===== config.mk =====
export PLATFORM = sky130hd
export DESIGN_NAME = spi_flash_dma_drain
export DESIGN_NICKNAME = d
export VERILOG_FILES = /design/src/rtl/spi_flash_dma_drain.sv
export SDC_FILE = /design/constraint.sdc
export NUM_CORES = 1
export LEC_CHECK = 0
export ABC_AREA = 1
export CAP_MARGIN = 10
export CORE_AREA = 4 4 118 120
export CTS_CLUSTER_SIZE = 24
export DETAILED_ROUTE_END_ITERATION = 8
export DIE_AREA = 0 0 122 124
export PLACE_DENSITY_LB_ADDON = 0.2
export RECOVER_POWER = 100
export SLEW_MARGIN = 10
export SYNTH_ARGS = -nofsm -noshare
export SYNTH_HDL_FRONTEND = slang
export SYNTH_SLANG_ARGS = --single-unit

===== constraint.sdc =====
create_clock -name ahbclk -period 2.1 [get_ports ahbclk]
set_input_delay 0.315 -clock ahbclk [delete_from_list [all_inputs] [get_ports ahbclk]]
set_output_delay 0.315 -clock ahbclk [all_outputs]
set_load 0.01 [all_outputs]

===== src/rtl/spi_flash_dma_drain.sv =====
// rtl/spi_flash_dma_drain.sv - AHB-side DMA drain: pops flash read FIFO words and issues single-beat AHB writes
module spi_flash_dma_drain #(
  parameter int TIMEOUT_CYC = 1024
) (
  input  logic        ahbclk,
  input  logic        ahbrst,
  input  logic        i_start,
  input  logic [31:0] i_dma_addr,
  input  logic [23:0] i_byte_count,
  input  logic        i_abort,
  input  logic        i_fifo_empty,
  input  logic [31:0] i_fifo_rdata,
  output logic        o_fifo_rd_en,
  output logic [31:0] o_addr,
  output logic [31:0] o_wr_data,
  output logic        o_rd0_wr1,
  output logic        o_valid,
  input  logic        i_ready,
  output logic        o_busy,
  output logic        o_done,
  output logic        o_error
);

  localparam int WW = $clog2(TIMEOUT_CYC);
  localparam logic [WW-1:0] WAIT_MAX = WW'(TIMEOUT_CYC - 1);

  typedef enum logic [2:0] {IDLE, FETCH, WRITE, DONE, ABORT} state_t;

  state_t        state;
  logic [31:0]   addr_q;
  logic [31:0]   data_q;
  logic [22:0]   count_q;
  logic [WW-1:0] wait_q;
  logic [24:0]   byte_round;
  logic [22:0]   words;

  // Partial trailing word rounds up to a full word
  assign byte_round = {1'b0, i_byte_count} + 25'd3;
  assign words      = byte_round[24:2];

  assign o_fifo_rd_en = (state == FETCH) && !i_abort && !i_fifo_empty;
  assign o_addr       = addr_q;
  assign o_wr_data    = data_q;
  assign o_rd0_wr1    = o_valid;

  always_ff @(posedge ahbclk) begin
    if (ahbrst) begin
      state   <= IDLE;
      addr_q  <= '0;
      data_q  <= '0;
      count_q <= '0;
      wait_q  <= '0;
      o_valid <= 1'b0;
      o_busy  <= 1'b0;
      o_done  <= 1'b0;
      o_error <= 1'b0;
    end else begin
      o_done  <= 1'b0;
      o_error <= 1'b0;
      case (state)
        IDLE: begin
          if (i_start) begin
            addr_q  <= {i_dma_addr[31:2], 2'b00};
            count_q <= words;
            if (words != '0) begin
              state  <= FETCH;
              o_busy <= 1'b1;
            end else begin
              state  <= DONE;
              o_done <= 1'b1;
            end
          end
        end
        FETCH: begin
          if (i_abort) begin
            state   <= ABORT;
            o_error <= 1'b1;
            o_busy  <= 1'b0;
          end else if (!i_fifo_empty) begin
            data_q  <= i_fifo_rdata;
            wait_q  <= '0;
            o_valid <= 1'b1;
            state   <= WRITE;
          end
        end
        WRITE: begin
          if (i_ready) begin
            o_valid <= 1'b0;
            wait_q  <= '0;
            addr_q  <= addr_q + 32'd4;
            count_q <= count_q - 23'd1;
            if (count_q == 23'd1) begin
              state  <= DONE;
              o_done <= 1'b1;
              o_busy <= 1'b0;
            end else if (i_abort) begin
              state   <= ABORT;
              o_error <= 1'b1;
              o_busy  <= 1'b0;
            end else begin
              state <= FETCH;
            end
          end else if (wait_q == WAIT_MAX) begin
            // Slave never accepted: withdraw the request and terminate
            o_valid <= 1'b0;
            wait_q  <= '0;
            state   <= ABORT;
            o_error <= 1'b1;
            o_busy  <= 1'b0;
          end else begin
            wait_q <= wait_q + 1'b1;
          end
        end
        DONE:    state <= IDLE;
        ABORT:   state <= IDLE;
        default: state <= IDLE;
      endcase
    end
  end

endmodule

# == Word level (Yosys, flattened, before mapping) ==
# Cells that the tools add are included.
# totals
register_bits,104
latch_bits,0
ramBits,0
mem_bits_ro,0
inputBits,94
output_inout_bits,70
word_cells,82
n_memories,0
# op_classes
add_sub_neg,4
multipliers,0
div_mod_pow,0
n_lt_le_gt_ge,0
n_eq_ne,11
shifts,0
mux,41
bitwise_logic,2
n_reduce_logical,15
# ops
cell,n
$mux 32,2
$pmux 32 s2,1
$mux 23,2
$pmux 23 s2,1
$mux 10,4
$add 32x3->32 const B,1
$add 24x2->25 const B,1
$eq 23x1->1 const B,1
$reduce_bool 23->1,1
$sub 23x1->23 const B,1
$mux 3,7
$pmux 10 s2,1
$mux 1,17
$reduce_and 3->1,4
$add 10x1->10 const B,1
$eq 10x10->1 const B,1
$ne 2x2->1 const B,5
$pmux 3 s3,1
$reduce_and 4->1,2
$ne 3x3->1 const B,2
$pmux 1 s2,3
$reduce_bool 2->1,2
$eq 3x1->1 const B,1
$eq 3x2->1 const B,1
other kinds (7),10

# == Logic depth before layout (Yosys ltp) ==
# logic_depth
ltp_word,5
ltp_mapped,16
mapped_depth_nobuf,16

# == Worst setup path before layout ==
# OpenSTA, ideal clock, no wires.
# synth_timing
path_type,reg2reg
start,register addr_q[2] (netlist: o_addr[2])
end,register addr_q[28] (netlist: o_addr[28])
setup_ns,0.132
arrival_ns,1.718
required_time_ns,1.968
path_slack_ns,0.250
stages_incl_launch_ff,15
n_path_buf,0
synth_period_minus_slack_ns,1.850
cell_sequence,dfxtp_1 > ha_1 > nand2_1 > nor2_4 > nand2_2 > nor2_1 > nand2_1 > nor2_4 > nand2_2 > nor2_2 > nand2_1 > o21ai_1 > nand3_1 > nand2_1 > a21oi_1
# synth_between
elab_chain_len,3
# synth_lines
element,line,rtl
from (decl),30,logic [31:0] addr_q;
from (signal assigned),63,"addr_q <= {i_dma_addr[31:2], 2'b00};"
from (signal assigned),90,addr_q <= addr_q + 32'd4;
$add 32x3->32,90,
$mux 32,87,if (i_ready) begin
$pmux 32 s2,60,case (state)
# No other way between the ends. The select of a mux whose other input is x is not followed.
# A chain may end at the register's enable or synchronous reset.

# == Final worst setup path ==
# layout_timing
start,register wait_q[1]
end,register wait_q[5]
# layout_between
elab_chain_len,4
word_cells_on_any_way,5
classes_between,add/sub (1); eq/ne (1); mux (3)
# layout_lines
element,line,rtl
from (decl),33,logic [WW-1:0] wait_q;
from (signal assigned),111,wait_q <= wait_q + 1'b1;
$add 10x1->10 or $eq 10x10->1 (tied branches),"111, 103",
$mux 10 *,103,end else if (wait_q == WAIT_MAX) begin
$mux 10 *,87,
$pmux 10 s2 *,60,
# Every way passes the cells marked *; elsewhere a longest branch is shown, timed or not.

==> run summary <==
outcome: completed
post-route cell area: 8871 um2
main area contributors after synthesis: dfxtp_1 (32%), nand2_1 (12%), nor2_1 (8.7%)
GRT Util Overall: 0.2273
crit path max fanout: 8
post-route ant nets: 0
gp weighted congestion: 0.8787
fin worst setup slack: 124.8 ps
crit-path most repeated cell: nand2_2
RSZ-0062 raised after global routing: yes
hold bufs inserted after CTS: 0
row count: 42
setup violators final: 0
cts bufs inserted: 9
gr ovfl total: 0
first-pass GRT wire length: 28.43 mm
Ant. Diodes: 0
DR WL/cell: 12.92 um
static leakage: 3.812 nW
Tmin final: 1975 ps
Post-synth EDFFs: 0
Layout area overhead: 39.81%
hold_ws: 474.0 ps
Peak Freq: 506.3 MHz
largest net degree at the start of global routing: 51
synthesized area: 6345 um2
relative slew slack: 0.5585
Non-Filler Instances: 1357
clock network power share: 0.267
Initial Utilization: 0.4888
top-count cell post-synth: nand2_1
# Max-Cap Violations: 0
VDD IR max: 0.4279 mV
Post-synth ARST share: 0
# port buffers: 159
Worst Path Required: 2330 ps
simple logic cell fraction of the synthesized area: 0.3593
post-synthesis mux area share: 0
top_reg_cell synth: dfxtp_1
synth unique cells: 51
final WL: 17.53 mm
#FFs+latches synth: 102
die width: 122 um
CTS tree: built
critical-path cell list: ha_2 -> nand2_1 -> nor2_2 -> nand2_2 -> nor2_4 -> nand2_2 -> nor2_2 -> nand2_1 -> nand2_2 -> inv_1 -> nand2_2 -> inv_2 -> o21ai_4 -> nor3b_1
Detailed Routing Iterations Pass 1: 6
post-synthesis instance total: 978
HP Class: reg2reg
HPWL after detailed placement: 12.92 mm
switch share: 0.3326
Vias: 6899
Clock Sink Count: 102
xor and xnor area share after synthesis: 0.03175
later-pin clock latency in the skew report: 350 ps
Worst setup EP type: flip-flop
full die area: 15130 um2
final worst path period share: 0.9406
Synth area leader: dfxtp_1
Crit Path Class: reg2reg
core area: 12980 um2
dpl cells: 1332
CP Data Arrival Time: 2200 ps
pre-CTS setup slack: -206.3 ps
startpoint types: flip-flop
share of layout cells above drive strength 1: 0.1465
synth cell count leaders: nand2_1 (206), nor2_1 (147), dfxtp_1 (102), inv_1 (93), o21ai_0 (84)
P_sw: 1.905 mW
adder-cell share of the synthesized area: 0.007888
Setup Skew: 8.480 ps
Mean Syn Cell Area: 6.488 um2
# nets final: 1274
main combinational cell family by area after synthesis: simple AND/OR/NAND/NOR gates
Comb pwr share: 0.323
initial antenna violation count: 0
pwr dens: 645.6 nW/um2
CP peak stage delay: 350 ps
Fillers: 1153
worst slew pin tran: 662.2 ps
vias in the first global route: 6133
Yosys warnings: 0
post-DR vias/cell: 5.084
Die Y: 124 um
Hold Vio Cnt, Final: 0
CTS Root Cell: clkbuf_16
Compound-Gate Fraction of Synth Area: 0.1836
Slowest-stage cell, CP: dfxtp_2
Synth top area share: 0.3218
H-tree depth: 3
internal power: 3.822 mW
initial drt markers: 522
placed instance area: 8448 um2
fin. max-slew vios: 0
DRC viols: 0
clk slew on worst S/H paths: 70 ps
CTS Buffer Depth: 2
Ports: 164
total power: 5.728 mW
Reg power frac: 0.410
Seq/Total Area, Yosys: 0.3218
-- worst max-delay path, delay by kind of cell (launching register included) --
kind	cells	cell delay, ps
fa+ha+maj	1	170
flops	1	350
simple gates	10	930
compound gates	1	280
buf+inv	2	120
-- repair_timing --
action | CTS | global route
pin swaps | 0 | 9
buffers inserted | 0 | 9
resized for setup | 1 | 29
endpoints found under the hold margin | 0 | 0
endpoints found under the setup margin | 1 | 17
-- power groups by stage --
| stage | logic (mW) | clock network, mW | registers [mW] |
|---|---|---|---|
| floorplan | 1.00 | 0 | 2.41 |
| global placement | 1.82 | 0 | 2.39 |
| detailed placement | 1.85 | 0 | 2.39 |
| CTS | 1.86 | 1.58 | 2.34 |
| global route | 2.07 | 1.65 | 2.38 |
| finish | 1.85 | 1.53 | 2.35 |
-- metal layers --
| metal | vias up | wire length, um | track usage |
|---|---|---|---|
| met5 | - | 0 | 0 |
| met2 | 166 | 8329 | 0.3874 |
| met3 | 13 | 944 | 0.03951 |
| met1 | 3139 | 8092 | 0.3041 |
| met4 | 0 | 167 | 0.04692 |
| li1 | 3581 | - | - |
-- final cells by class --
| cell class | instances | area [um2] | area share |
|---|---|---|---|
| multi-input combinational | 732 | 3790 | 0.4272 |
| timing repair buffer | 229 | 2163 | 0.2439 |
| sequential | 102 | 2047 | 0.2307 |
| inverter | 102 | 382.9 | 0.04316 |
| clock buffer | 11 | 232.7 | 0.02623 |
| tap | 176 | 220.2 | 0.02482 |
| clock inverter | 5 | 35.03 | 0.003949 |
-- cell families (layout without fill, tap and decap cells) --
group / Yosys count / in the layout
AND/OR/NAND/NOR: 496 / 496
AO/OA/AOI/OAI: 207 / 207
buffers and inverters: 145 / 347
flip-flops: 102 / 102
XOR/XNOR: 23 / 23
adder cells (fa/ha/maj): 4 / 4
other: 1 / 2
-- state kept, by name (all words and copies together), names as in the netlist --
| name | flops |
|---|---|
| wait_q | 10 |
| o_wr_data | 32 |
| o_addr | 30 |
| o_rd0_wr1 | 1 |
| o_busy | 1 |
| o_error | 1 |
| o_done | 1 |
| count_q | 23 |
| state | 3 |
-- path summary, 6_finish.rpt --
kind	slack [ps]	start	endpoint	cells after the start
hold reg to reg	470	o_wr_data[25]	o_wr_data[25]	2
setup / recovery	120	wait_q[1]	wait_q[5]	14
hold / removal	470	o_wr_data[25]	o_wr_data[25]	2
setup reg to reg	120	wait_q[1]	wait_q[5]	14
-- metrics by stage --
step / util / TNS (ps)
final: 0.6834 / 0
after global routing: 0.6834 / -284.0
after CTS: 0.6714 / 0
after detailed placement: 0.6509 / -646.0
after global placement: 0.6509 / -400.9
after floorplan: - / 0
-- layout by cell type, fill, tap and decap left out, drive strengths merged, types with 6 or more instances in the layout --
cell           instances
a21oi                 61
a31oi                  8
buf                   69
clkbuf                12
clkdlybuf4s50        109
dfxtp                102
dlygate4sd3           49
inv                  101
nand2                227
nand3                 46
nand3b                 6
nand4                  6
nor2                 174
nor3                  23
o211ai                16
o21ai                100
xnor2                  6
xor2                  17
Power figures use the tool's default switching activity.
